## config.mk

```make
export PLATFORM = sky130hd
export DESIGN_NAME = rf_wport_arbiter
export DESIGN_NICKNAME = d
export VERILOG_FILES = /design/src/rtl/rf_wport_arbiter_pkg.sv /design/src/rtl/rf_wport_arbiter_rr_arbiter3.sv /design/src/rtl/rf_wport_arbiter.sv
export SDC_FILE = /design/constraint.sdc
export NUM_CORES = 1
export LEC_CHECK = 0
export CORE_ASPECT_RATIO = 2
export CORE_MARGIN = 1
export CORE_UTILIZATION = 46
export CTS_BUF_LIST = sky130_fd_sc_hd__clkbuf_8
export DETAILED_ROUTE_END_ITERATION = 8
export GPL_TIMING_DRIVEN = 0
export HOLD_SLACK_MARGIN = 0.02
export PLACE_DENSITY = 0.84
export SYNTH_ARGS = -nofsm -noshare
export SYNTH_HDL_FRONTEND = slang
export SYNTH_SLANG_ARGS = --single-unit
```

## constraint.sdc

```tcl
create_clock -name Clk -period 2.35 [get_ports Clk]
set_input_delay 0.235 -clock Clk [delete_from_list [all_inputs] [get_ports Clk]]
set_output_delay 0.235 -clock Clk [all_outputs]
set_load 0.01 [all_outputs]
```

## src/rtl/rf_wport_arbiter_pkg.sv

```systemverilog
// Shared widths, requester count and slot type for the register-file write-port arbiter.
package rf_wport_arbiter_pkg;

    localparam int NUM_REQ  = 3;
    localparam int D_WIDTH  = 32;
    localparam int RA_WIDTH = 5;

    localparam logic [1:0] GRANT_NONE = 2'd3;

    typedef struct packed {
        logic                full;
        logic [RA_WIDTH-1:0] addr;
        logic [D_WIDTH-1:0]  data;
    } slot_t;

    // Advance a requester index round-robin over 0..2
    function automatic logic [1:0] next_idx(input logic [1:0] i);
        return (i >= 2'd2) ? 2'd0 : i + 2'd1;
    endfunction

endpackage

```

## src/rtl/rf_wport_arbiter_rr_arbiter3.sv

```systemverilog
// Combinational 3-way round-robin picker; the search starts just after last_grant.
module rr_arbiter3
    import rf_wport_arbiter_pkg::*;
(
    input  logic [2:0] req,
    input  logic [1:0] last_grant,
    output logic [2:0] grant,
    output logic [1:0] grant_idx,
    output logic       any_grant
);

    logic [1:0] idx;

    always_comb begin
        grant     = 3'b000;
        grant_idx = GRANT_NONE;
        any_grant = 1'b0;
        idx       = next_idx(last_grant);
        for (int k = 0; k < 3; k++) begin
            if (!any_grant && req[idx]) begin
                grant[idx] = 1'b1;
                grant_idx  = idx;
                any_grant  = 1'b1;
            end
            idx = next_idx(idx);
        end
    end

endmodule

```

## src/rtl/rf_wport_arbiter.sv

```systemverilog
// Register-file write-port arbiter: three 1-entry holding slots drained one per cycle
// in round-robin order onto a registered write port.
module rf_wport_arbiter
    import rf_wport_arbiter_pkg::*;
(
    input  logic                          Clk,
    input  logic                          Rst,
    input  logic [NUM_REQ-1:0]            req_valid,
    output logic [NUM_REQ-1:0]            req_ready,
    input  logic [NUM_REQ*RA_WIDTH-1:0]   req_addr,
    input  logic [NUM_REQ*D_WIDTH-1:0]    req_data,
    output logic                          W_en,
    output logic [RA_WIDTH-1:0]           W_Addr,
    output logic [D_WIDTH-1:0]            W_Data,
    output logic [1:0]                    grant_id,
    output logic                          busy
);

    slot_t      slot [NUM_REQ];
    logic [2:0] full_mask;
    logic [1:0] last_grant;
    logic [2:0] gnt_oh;
    logic [1:0] gnt_idx;
    logic       any_gnt;

    always_comb begin
        for (int i = 0; i < NUM_REQ; i++) full_mask[i] = slot[i].full;
    end

    rr_arbiter3 u_rr (
        .req        (full_mask),
        .last_grant (last_grant),
        .grant      (gnt_oh),
        .grant_idx  (gnt_idx),
        .any_grant  (any_gnt)
    );

    // A slot being drained this cycle can accept a new entry on the same edge
    assign req_ready = ~full_mask | gnt_oh;
    assign busy      = |full_mask;

    always_ff @(posedge Clk) begin
        if (Rst) begin
            for (int i = 0; i < NUM_REQ; i++) begin
                slot[i].full <= 1'b0;
                slot[i].addr <= '0;
                slot[i].data <= '0;
            end
        end else begin
            for (int i = 0; i < NUM_REQ; i++) begin
                if (req_valid[i] && req_ready[i]) begin
                    slot[i].full <= 1'b1;
                    slot[i].addr <= req_addr[i*RA_WIDTH +: RA_WIDTH];
                    slot[i].data <= req_data[i*D_WIDTH +: D_WIDTH];
                end else if (gnt_oh[i]) begin
                    slot[i].full <= 1'b0;
                end
            end
        end
    end

    always_ff @(posedge Clk) begin
        if (Rst) begin
            last_grant <= 2'd2;
            W_en       <= 1'b0;
            W_Addr     <= '0;
            W_Data     <= '0;
            grant_id   <= GRANT_NONE;
        end else if (any_gnt) begin
            last_grant <= gnt_idx;
            // r0 is hardwired: the grant is consumed but nothing is written
            W_en       <= (slot[gnt_idx].addr != '0);
            W_Addr     <= slot[gnt_idx].addr;
            W_Data     <= slot[gnt_idx].data;
            grant_id   <= gnt_idx;
        end else begin
            W_en       <= 1'b0;
            grant_id   <= GRANT_NONE;
        end
    end

endmodule

```

# --- After elaboration in Yosys (flattened, before gate mapping) ---
# Memory sizes are Yosys's and may differ from the RTL's.
# Index checks and enable logic that the tools add are counted.
word_totals:
  register_bits: 42
  ram_bits: 114
  in_bits: 116
  out_inout_bits: 44
  elab_cells: 107
  n_memories: 1
mem_list:
  columns: ["name", "depth", "word_bits", "read_ports", "rd_clocked_by_memory_dff", "write_ports", "line", "rtl"]
  rows:
  - ["slot", 3, 38, 4, 0, 3, "rf_wport_arbiter.sv:19", "slot_t slot [NUM_REQ];"]
op_classes:
  addsub: 3
  order_cmp: 9
  muxes: 59
  bitwise: 17
  reduce_logical: 13
op_table:
  columns: ["cell", "count"]
  rows:
  - ["32-bit 2-to-1 mux", 3]
  - ["1-bit 2-to-1 mux", 38]
  - ["5-bit 2-to-1 mux", 3]
  - ["2-bit 2-to-1 mux", 6]
  - ["1-bit bitwise OR", 12]
  - ["2-bit by 3-bit < comparator with 1-bit output, second input constant", 3]
  - ["3-bit 2-to-1 mux", 3]
  - ["3-bit bitwise OR", 3]
  - ["1-bit logical AND", 8]
  - ["2-bit by 1-bit adder with 2-bit output, second input constant", 3]
  - ["1-bit binary-select mux with 2-bit select", 3]
  - ["1-bit demux with 2-bit select", 3]
  - ["2-bit by 1-bit greater-or-equal comparator with 1-bit output, second input constant", 3]
  - ["2-bit greater-or-equal comparator, second input constant", 3]
  - ["5-bit nonzero test", 1]
  - ["3-bit inverter", 1]
  - ["3-bit OR reduction", 1]
  - ["1-bit zero test", 2]
  - ["2-bit OR reduction", 1]
  - ["1-bit inverter", 1]

# --- Longest topological paths before layout ---
logic_depth:
  ltp_word: 19
  depth_mapped: 8
  depth_no_buf: 5

# --- By module ---
# A second synthesis with hierarchy kept.
unflattened:
  hier_cells: 535
  hier_area_um2: 6642.6
modules_own_cells:
  columns: ["module", "instances", "cells_per_inst", "area_per_inst_um2", "seq_area_each_um2"]
  rows:
  - ["rf_wport_arbiter", 1, 519, 6548.8, 4264.1]
  - ["rr_arbiter3", 1, 16, 93.8, 0.0]

# --- Least setup slack after synthesis ---
# OpenSTA, ideal clock, no wires.
synth_path:
  path_type: "register to register"
  startpoint: "memory slot[2][37] (netlist name)"
  endpoint: "memory slot[1][37] (netlist name) (enable)"
  setup_ns: 0.296
  arrival_time_ns: 2.158
  t_required_ns: 2.054
  path_slack_ns: -0.104
  path_stages_with_launch: 6
  n_path_buf: 0
  synth_period_minus_slack_ns: 2.454
  path_cell_list: "edfxtp_1 > nor2b_1 > o221ai_1 > nand2_1 > nand2b_1 > nand2b_1"
synth_rtl:
  columns: ["element", "line"]
  rows:
  - ["from (decl)", "rf_wport_arbiter.sv:19"]

==> impl_metrics.csv <==
group,metric,value,unit
clocking,cts-root-buf,"clkbuf_8",
detailed_routing,drc,0,
place,portBuffers,158,
die,die_y,169.7,µm
clocking,cts_hold_buf,0,
sta,max_freq,0.4470,GHz
global_routing,antenna_found_initial,0,
power,p_comb_share,20.1,%
sta,fin_worst_skew,15.36,ps
power,cellPowerDensity,782.2,nW/µm²
worst_hold_path,hold_class,"input pin to flip-flop",
worst_setup_path,worst_setup_path_start_kind,"flip-flop",
power,peakVddDrop,0.5635,mV
clocking,cts_buffers,17,
clocking,cts_buffer_depth,2,
final_layout,drive_gt1_share,8.947,%
die,row_count,61,
synthesis,ys_seq_area_share,65.96,%
power,p_leak,0.003464,µW
sta,rsz0062_at_grt,"false",
place,hpwl,11820,µm
final_layout,insertedDiodeCount,0,
worst_hold_path,min_path_cells,3,
synthesis,synthDistinctLibCells,38,
worst_setup_path,worstPathRequired,2120,ps
power,seqPwrFrac,49.8,%
detailed_routing,vias,4554,
worst_setup_path,r2r_end,"slot[1][20]",
detailed_routing,wl_per_cell,18.38,µm
worst_setup_path,crit_fanout,8,
detailed_routing,ant_nets,0,
synthesis,avgSynthCellArea,12.88,µm²
final_layout,nets,796,
global_routing,grt_pass1_vias,4933,
sta,min_period,2237,ps
worst_hold_path,hold_end,"W_Addr[0]",
synthesis,synth_seq_cells,156,
place,dpl.cell_count,850,
synthesis,syn_nets,618,
power,switching_share,26.47,%
worst_setup_path,path_cells,"nor3_4 -> inv_1 -> clkdlybuf4s50_1",
detailed_routing,drt-total-wl,16210,µm
clocking,clk_latency,440,ps
sta,period_share,95.20,%
worst_setup_path,path_class,"flip-flop to output pin",
flow_run,drv_cap,0,
final_layout,mostFrequentLayoutCells,"158 x clkdlybuf4s50_1, 114 x edfxtp_1, 111 x and2_1",
outcome,status,"completed",
power,pwr-share-clk,30.1,%
global_routing,track_usage,23.50,%
final_layout,final_common_cell,"clkdlybuf4s50_1",
synthesis,synth_cells,502,
detailed_routing,via_per_inst,5.163,
final_layout,area_delta_synth_final,35.11,%
sta,slew_headroom,47.28,%
global_routing,grt-ovfl-total,0,
die,core_area,13810,µm²
detailed_routing,drtPass1Iterations,5,
synthesis,netlist_area,6465,µm²
power,p_sw,1809,µW
worst_hold_path,min_from,"Rst",
die,die-area,14560,µm²
sta,setup_violations,0,
clocking,clk_pin_slew,90,ps
detailed_routing,drtIter0Drc,224,
synthesis,yosysWarnings,0,
global_routing,grt_max_degree,39,
sta,tightest_slew,788.0,ps
worst_setup_path,reg2reg_depth,7,
worst_setup_path,crit_slowest_cell,"edfxtp_1",
clocking,h-tree-depth,4,
worst_setup_path,critPathLaunch,"slot[2][37]",
worst_setup_path,r2r_start,"slot[2][37]",
worst_setup_path,cpPeakStageDelay,520,ps
worst_setup_path,critPathArrivalTime,2000,ps
die,start_util,46.80,%
global_routing,grt_pass1_wl,25100,µm
sta,maxSlewViolCount,0,
sta,hold_violations,0,
place,gp_congestion,0.8739,
clocking,cts.sinks,156,
worst_setup_path,crit_path_end_kind,"output pin",
worst_setup_path,reg2reg_slack,190,ps
die,die_w,85.83,µm
clocking,cts_tree,"built",
power,intPower,5024,µW
final_layout,final_cell_count_no_fill,882,
sta,fin_hold_ws,332.6,ps
die,ios,160,
[sequential cells by signal, indices dropped and copies added (netlist names)]
name        count
last_grant      2
W_Addr          5
slot          114
grant_id        2
W_en            1
W_Data         32
[power groups by stage]
stage | sequential, µW | combinational [µW] | clock, µW
final | 3400 | 1380 | 2060
after global routing | 3430 | 1490 | 2190
after CTS | 3400 | 1390 | 2060
after detailed placement | 3460 | 1380 | 0
after global placement | 3450 | 1330 | 0
after floorplan | 3470 | 675 | 0
[how the worst max path moves through the flow]
stage                             end  slack (ps)  depth (start not counted)
after floorplan            slot[0][0]          60                          5
after global placement    slot[0][16]        -410                          5
after detailed placement  slot[1][37]         -30                          5
after CTS                 slot[1][26]          50                          7
after global routing       slot[0][1]          30                          8
final                            busy         110                          3
[layout make-up]
class / instances / area [µm²]
clock inverter: 15 / 172.7
inverter: 2 / 7.507
clock buffer: 17 / 234.0
tap: 189 / 236.5
fill: 1023 / 5080
timing repair buffer: 159 / 1602
sequential: 156 / 4264
buffer: 35 / 176.4
multi-input combinational: 309 / 2042
[synth_stat cells (all sizes together)]
| library cell | count | area (µm²) |
|---|---|---|
| o21ai | 2 | 10.00 |
| nand2b | 8 | 50.05 |
| a21boi | 1 | 7.510 |
| o22ai | 3 | 18.77 |
| edfxtp | 114 | 3423 |
| nor2 | 42 | 160.2 |
| a22o | 35 | 306.5 |
| mux2i | 35 | 350.3 |
| o31a | 1 | 8.760 |
| or3 | 1 | 6.260 |
| nor3 | 1 | 10.01 |
| a21oi | 41 | 205.2 |
| o32a | 1 | 10.01 |
| o21bai | 2 | 18.77 |
| o2bb2ai | 2 | 17.52 |
| dfxtp | 42 | 840.8 |
| inv | 2 | 7.500 |
| o221ai | 2 | 17.52 |
| clkbuf | 12 | 45.04 |
| a21o | 1 | 7.510 |
| a211o | 1 | 8.760 |
| o31ai | 1 | 7.510 |
| nor2b | 3 | 26.27 |
| nand3 | 2 | 10.01 |
| buf | 23 | 130.1 |
| nand2 | 9 | 33.78 |
| or2 | 2 | 12.51 |
| nor3b | 2 | 20.02 |
| and2 | 111 | 694.4 |
[critical path, delay by kind of cell, from the launching register on]
kind,cells,cell delay [ps]
flip-flops,1,520
buffers and inverters,2,680
AND/OR/NAND/NOR,1,370
[per-stage QoR]
step	setup TNS, ps	total power (µW)	instance area [µm²]	worst slack (ps)	utilization (%)
detailed placement	-25.41	4840	8310	-25.41	60.16
CTS	0	6850	8733	46.77	63.22
global route	0	7108	8735	29.91	63.23
floorplan	0	4147	6470	61.78	-
finish	0	6832	8735	112.8	63.23
global placement	-15270	4774	8288	-414.1	59.99
[cells by family after synthesis]
group                  count (synthesis)  synth area share (%)
buffers and inverters                 37                 2.825
muxes                                 35                 5.419
and+or+nand+nor                      181                 15.83
AOI/OAI and AO/OA                     93                 9.967
DFF                                  156                 65.96
[what timing repair did]
action,CTS,global route
resized for setup,3,2
endpoints found under the setup margin,2,10
buffers inserted,0,0
[per-layer routing]
layer	global-route usage (%)	routed length [µm]
met2	43.03	8961
met3	4.232	708
met1	23.71	5523
met4	15.72	1014
met5	0	0
(Power assumes the default switching activity.)
